## src/rtl/minv_mdiv_host.sv

```systemverilog
// Host sequencer for the modular inverse/division engine:
// loads operands, starts the engine, streams the result back.
module minv_mdiv_host #(
  parameter int WORDS   = 8,
  parameter int DW      = 32,
  parameter int TIMEOUT = 65535
) (
  input  logic          clk,
  input  logic          rst,
  input  logic          cmd_valid,
  input  logic          cmd_op,
  output logic          cmd_ready,
  input  logic          in_valid,
  input  logic [DW-1:0] in_data,
  output logic          in_ready,
  output logic          out_valid,
  output logic [DW-1:0] out_data,
  output logic          out_last,
  input  logic          out_ready,
  output logic          err,
  output logic [DW-1:0] datain,
  output logic          loadp,
  output logic          loada,
  output logic          loadb,
  output logic          minv_mdiv,
  output logic          minv_mdiv_en,
  output logic          outx1,
  output logic          outx2,
  input  logic [DW-1:0] regx1out,
  input  logic [DW-1:0] regx2out,
  input  logic          minv_mdiv_rdy,
  input  logic          minv_mdiv_flag
);

  localparam int CW = $clog2(WORDS) + 1;
  localparam int TW = $clog2(TIMEOUT + 2);
  localparam logic [CW-1:0] CNT_LAST = CW'(WORDS - 1);
  localparam logic [TW-1:0] WD_LAST =
    TW'((TIMEOUT > 0) ? TIMEOUT - 1 : 0);

  typedef enum logic [2:0] {
    IDLE, LOADP, LOADA, LOADB,
    START, BLANK, WAIT, READ
  } state_t;

  state_t        state_q, state_d;
  logic [CW-1:0] cnt_q, cnt_d;
  logic [TW-1:0] wd_q, wd_d;
  logic          op_q, op_d;
  logic          err_q, err_d;
  logic          sel_q, sel_d;
  logic          armed_q, armed_d;
  logic          live_q;
  logic          last;

  assign last      = (cnt_q == CNT_LAST);
  assign minv_mdiv = op_q;
  assign err       = err_q;

  always_ff @(posedge clk or negedge rst) begin
    if (!rst) begin
      state_q <= IDLE;
      cnt_q   <= '0;
      wd_q    <= '0;
      op_q    <= 1'b0;
      err_q   <= 1'b0;
      sel_q   <= 1'b0;
      armed_q <= 1'b0;
      live_q  <= 1'b0;
    end else begin
      state_q <= state_d;
      cnt_q   <= cnt_d;
      wd_q    <= wd_d;
      op_q    <= op_d;
      err_q   <= err_d;
      sel_q   <= sel_d;
      armed_q <= armed_d;
      live_q  <= 1'b1;
    end
  end

  always_comb begin
    state_d      = state_q;
    cnt_d        = cnt_q;
    wd_d         = wd_q;
    op_d         = op_q;
    err_d        = err_q;
    sel_d        = sel_q;
    armed_d      = armed_q;
    cmd_ready    = 1'b0;
    in_ready     = 1'b0;
    out_valid    = 1'b0;
    out_last     = 1'b0;
    out_data     = '0;
    datain       = '0;
    loadp        = 1'b0;
    loada        = 1'b0;
    loadb        = 1'b0;
    minv_mdiv_en = 1'b0;
    outx1        = 1'b0;
    outx2        = 1'b0;
    unique case (state_q)
      IDLE: begin
        cmd_ready = live_q;
        if (cmd_valid && live_q) begin
          op_d    = cmd_op;
          err_d   = 1'b0;
          cnt_d   = '0;
          state_d = LOADP;
        end
      end
      LOADP, LOADA, LOADB: begin
        in_ready = 1'b1;
        if (in_valid) begin
          datain = in_data;
          loadp  = (state_q == LOADP);
          loada  = (state_q == LOADA);
          loadb  = (state_q == LOADB);
          cnt_d  = last ? '0 : cnt_q + 1'b1;
          if (last) begin
            if (state_q == LOADP)
              state_d = LOADA;
            else if (state_q == LOADA && !op_q)
              state_d = LOADB;
            else
              state_d = START;
          end
        end
      end
      START: begin
        minv_mdiv_en = 1'b1;
        armed_d      = 1'b0;
        state_d      = BLANK;
      end
      BLANK: begin
        // ready must be seen low once before a fresh rise counts
        if (!minv_mdiv_rdy) armed_d = 1'b1;
        wd_d    = '0;
        state_d = WAIT;
      end
      WAIT: begin
        if (minv_mdiv_rdy && armed_q) begin
          sel_d   = minv_mdiv_flag;
          cnt_d   = '0;
          state_d = READ;
        end else begin
          if (!minv_mdiv_rdy) armed_d = 1'b1;
          if (TIMEOUT != 0 && wd_q == WD_LAST) begin
            err_d   = 1'b1;
            state_d = IDLE;
          end else begin
            wd_d = wd_q + 1'b1;
          end
        end
      end
      READ: begin
        out_valid = 1'b1;
        out_last  = last;
        out_data  = sel_q ? regx2out : regx1out;
        if (out_ready) begin
          outx2 = sel_q;
          outx1 = !sel_q;
          cnt_d = last ? '0 : cnt_q + 1'b1;
          if (last) state_d = IDLE;
        end
      end
      default: state_d = IDLE;
    endcase
  end

endmodule

```

## config.mk

```make
export PLATFORM = sky130hd
export DESIGN_NAME = minv_mdiv_host
export DESIGN_NICKNAME = d
export VERILOG_FILES = /design/src/rtl/minv_mdiv_host.sv
export SDC_FILE = /design/constraint.sdc
export NUM_CORES = 1
export LEC_CHECK = 0
export BUFFER_PORTS_ARGS = -buffer_cell sky130_fd_sc_hd__buf_4
export CAP_MARGIN = 30
export CORE_AREA = 8 8 85 87
export CTS_BUF_LIST = sky130_fd_sc_hd__clkbuf_4
export DETAILED_ROUTE_END_ITERATION = 8
export DIE_AREA = 0 0 93 95
export MAX_ROUTING_LAYER = met4
export PLACE_DENSITY = 0.85
export SKIP_CTS_REPAIR_TIMING = 1
export SYNTH_ARGS = -nofsm -noshare
export SYNTH_HDL_FRONTEND = slang
export SYNTH_SLANG_ARGS = --single-unit
```

## constraint.sdc

```tcl
create_clock -name clk -period 2.2 [get_ports clk]
set_clock_uncertainty 0.1 [all_clocks]
set_input_delay 0.44 -clock clk [delete_from_list [all_inputs] [get_ports clk]]
set_output_delay 0.44 -clock clk [all_outputs]
set_load 0.02 [all_outputs]
```

Yosys cells after proc, flatten, opt, wreduce, memory -nomap -nowiden
Cells that the tools add are included.
{"block": "word_totals", "output_inout_bits": 76, "wordCells": 92, "regBits": 29, "in_bits": 104}
{"block": "op_classes", "eq_ne": 19, "n_addsub": 2, "n_reduce_logical": 18, "muxes": 45}
{"op": "$mux W32", "n": 4}
{"op": "$mux W17", "n": 2}
{"op": "$pmux W17 S2", "n": 1}
{"op": "$mux W3", "n": 9}
{"op": "$mux W1", "n": 20}
{"op": "$mux W4", "n": 5}
{"op": "$ne A2 B2 Y1 const B", "n": 9}
{"op": "$pmux W3 S6", "n": 1}
{"op": "$add A17 B1 Y17 const B", "n": 1}
{"op": "$eq A17 B16 Y1 const B", "n": 1}
{"op": "$pmux W4 S4", "n": 1}
{"op": "$eq A3 B3 Y1 const B", "n": 4}
{"op": "$eq A3 B2 Y1 const B", "n": 2}
{"op": "$reduce_and A2 Y1", "n": 3}
{"op": "$reduce_and A6 Y1", "n": 1}
{"op": "$reduce_and A5 Y1", "n": 1}
{"op": "$add A4 B1 Y4 const B", "n": 1}
{"op": "$eq A4 B3 Y1 const B", "n": 1}
{"op": "$reduce_and A4 Y1", "n": 1}
{"op": "$reduce_bool A2 Y1", "n": 2}
{"op": "$reduce_bool A4 Y1", "n": 1}
{"op": "$eq A3 B1 Y1 const B", "n": 1}
{"op": "$logic_and A1 B1 Y1", "n": 3}
{"op": "$logic_not A3 Y1", "n": 1}
{"op": "7 further kinds", "n": 8}

Logic depth before layout (Yosys ltp)
{"block": "logic_depth", "word_depth": 7, "depth_mapped": 9, "mapped_depth_nobuf": 7}

Worst setup path before layout
OpenSTA, ideal clock, no wires.
{"block": "synth_timing", "kind": "register -> output", "from": "reg sel_q", "to": "out out_data[10]", "path_slack_ns": 0.267, "path_buffers": 2, "path_stages_with_launch": 5, "required_ns": 1.660, "arrival_ns": 1.393, "path_cell_list": "dfrtp_1 > buf_2 > buf_1 > mux2i_1 > nor2_1"}
{"block": "synth_between", "elab_chain_len": 2}
{"item": "start, declared", "line": "51", "text": "logic sel_q, sel_d;"}
{"item": "start signal, assigned", "line": "76", "text": "sel_q <= sel_d;"}
{"item": "$mux W32", "line": "159", "text": "out_data = sel_q ? regx2out : regx1out;"}
{"item": "$mux W32", "line": "102", "text": "unique case (state_q)"}
{"item": "end, declared", "line": "17", "text": "output logic [DW-1:0] out_data,"}
No other way between the ends.

Worst setup path after layout
{"block": "layout_timing", "from": "reg state_q[1]", "to": "out out_data[14]"}
{"block": "layout_between", "elab_chain_len": 2}
{"item": "start, declared", "line": "46", "text": "state_t state_q, state_d;"}
{"item": "start signal, assigned", "line": "71", "text": "state_q <= state_d;"}
{"item": "$eq A3 B3 Y1", "line": "102"}
{"item": "$mux W32", "line": "102"}
No other way between the ends.

==> metrics.txt <==
Max Slew Vio Count=0; layout cell share with drive strength beyond 1=about 44%; overall power=around 3.6 mW; routed vias=3000; die footprint=8840 um^2; crit path max fanout=14; max-cap violation count=0; VDD IR max=about 0.00056 V; post-synthesis cell area=2400 um^2; worst endpoint required time=1660 ps; Crit. End Element=output port; post-synthesis net count=roughly 410; busiest layer in global routing=met2; # IOs=180; EDFF count, synth=0; met3 GRT Util=around 5.2%; clk_lat worst skew=around 340 ps; area grow syn2layout=67.9%; sequential share of the synthesized area=a little over 30%; met2 Use GR=a little under two fifths; CTS Buf Count=5; number of global-route vias before repair=a little under 3000; fin nets=around 600; Syn Area/Cell=about 7.8 um^2; drt initial violations=approximately 180; final hold viol count=0; CP most frequent cell=buf_4; clk slew on worst S/H paths=approximately 100 ps; antenna cells=0; Critical Path, Cell by Cell=nand3_4 > buf_4 > nor2_1 > buf_4; CTS Root Cell=clkbuf_4; final wirelength=between 9000 and 10000 um; Synth area leader=dfrtp_1; clock sinks=29; Pleak=about 2.0 nW; Worst Path Buf+Inv=2; num rows=28; hold slack=about 190 ps; status=finished clean; global route overflow=0; drt first pass iters=4; mean routed wirelength per cell=~17 um; Via density=5.28; Max Clk Rate=approximately 0.47 GHz; CTS max path bufs=2; CTS HTree Levels=2; top cell type's share of synthesized area=~30%; cells after synthesis=around 300; met1 Use GR=between 20% and 30%; Core Area=slightly below 6000 um^2; Final setup viols=0; number of synthesized register bits=29; Global Route Usage Sum=about a fifth; total power per unit cell area=~900 nW/um^2; Post-Layout Inst Area=approximately 4000 um^2; CP arrival=about 1600 ps; largest net degree at the start of global routing=34; Port Buffers=approximately 180; synth unique cells=44; top post-synthesis cells by area=dfrtp_1 (30%), mux2i_1 (14%), and2_1 (9.4%); Tcrit/Tclk final=between 90% and 100%; share of flip-flops with an asynchronous set or reset=100%; final weighted congestion of routability-driven global placement=approximately 0.96; slowest stage delay, CP=530 ps; Post-DP Area=about 3900 um^2; Residual DRC=0; HP Class=in2reg; CTS tree=yes; Die H=95 um; critical path type=reg2out; Initial Util=about two fifths; chip width=a little over 90 um; r2r setup slk=roughly 210 ps; first-pass GRT wire length=about 14000 um; slowest cell on the critical path=dfrtp_2; fin crit period=between 2000 and 2500 ps; antenna violations before repair=0; HPWL Detailed=about 7800 um; YS warnings=0; ANT nets after route=0; top_reg_cell synth=dfrtp_1; delay-heaviest family, CP=flip-flops; startpoint types=register
logic make-up (layout without fill, tap and decap cells):
family | count (synthesis) | after routing | share of synthesized area [%]
other | 1 | 1 | 0.156
multiplexers | 36 | 36 | 15.1
adder cells (fa/ha/maj) | 3 | 3 | 1.56
buffers and inverters | 27 | 213 | 4.95
AO/OA/AOI/OAI | 58 | 58 | 14.3
flip-flops | 29 | 29 | 30.2
AND/OR/NAND/NOR | 153 | 153 | 33.7
power breakdown:
part / leakage, nW / internal [mW] / total, mW / switching [mW]
logic: 1.64 / 1.17 / 2.47 / 1.30
registers: 0.382 / 0.645 / 0.855 / 0.210
clock network: 0.0300 / 0.115 / 0.307 / 0.192
total: 2.05 / 1.93 / 3.63 / 1.70
sequential cells by signal (all words and copies together), names as in the netlist:
name	count
armed_q	1
cnt_q	4
err	1
live_q	1
minv_mdiv	1
sel_q	1
state_q	3
wd_q	17
path summary, 6_finish.rpt:
kind                                  from            to  cells past startpoint
worst max-delay path            state_q[1]  out_data[14]                      4
worst min-delay path             cmd_valid           err                      2
worst max register to register     wd_q[0]      wd_q[12]                      8
worst min register to register    cnt_q[0]      cnt_q[0]                      1
max in group asynchronous              rst         sel_q                      2
min in group asynchronous              rst       wd_q[4]                      2
cell type report:
| type | instances | area, um^2 |
|---|---|---|
| fill | 443 | 1780 |
| clock inverter | 3 | 12.5 |
| tap | 75 | 93.8 |
| inverter | 6 | 22.5 |
| multi-input combinational | 251 | 1590 |
| clock buffer | 5 | 37.5 |
| timing repair buffer | 199 | 1550 |
| sequential | 29 | 733 |
per-stage QoR:
step	worst slack (ps)	TNS, ps	instances	util [%]
global placement	256	0	555	67.0
floorplan	267	0	307	-
CTS	-173	-6920	563	67.9
global route	-22.0	-58.7	568	69.4
detailed placement	197	0	555	67.0
finish	54.8	0	568	69.4
synthesized netlist by cell type, types with 2 or more instances:
cell type and n:
nor2_1 45, and2_1 36, mux2i_1 33, dfrtp_1 29, a21oi_1 19, o21ai_0 17
nand2_1 14, or3_1 12, nand4_1 11, buf_2 8, nand3_1 8, and3_1 6
buf_1 6, clkbuf_1 6, inv_1 6, nand2b_1 5, nor3_1 5, o21ai_1 5
ha_1 3, o31ai_1 3, a2bb2oi_1 2, a31oi_1 2, mux2_2 2, nand3b_1 2
nor2b_1 2, or4_1 2
per-layer routing:
layer,wire length [um],vias up
met1,3730,1377
met2,4870,150
met3,617,21
met5,0,-
met4,295,0
li1,-,1452
placed cells by master (no fill, tap or decap), drive strengths merged, types with 2 or more instances in the layout:
master	n
nor2	45
or4	2
nand2	14
and2	37
nor3	6
mux2	3
a21oi	19
dfrtp	29
o21ai	23
nand3	9
o31ai	3
a31oi	2
nand3b	2
clkbuf	5
buf	198
a2bb2oi	2
mux2i	33
nand4	11
or3	12
and3	6
nor2b	2
clkinv	3
nand2b	5
ha	3
inv	6
Power figures use the tool's default switching activity.
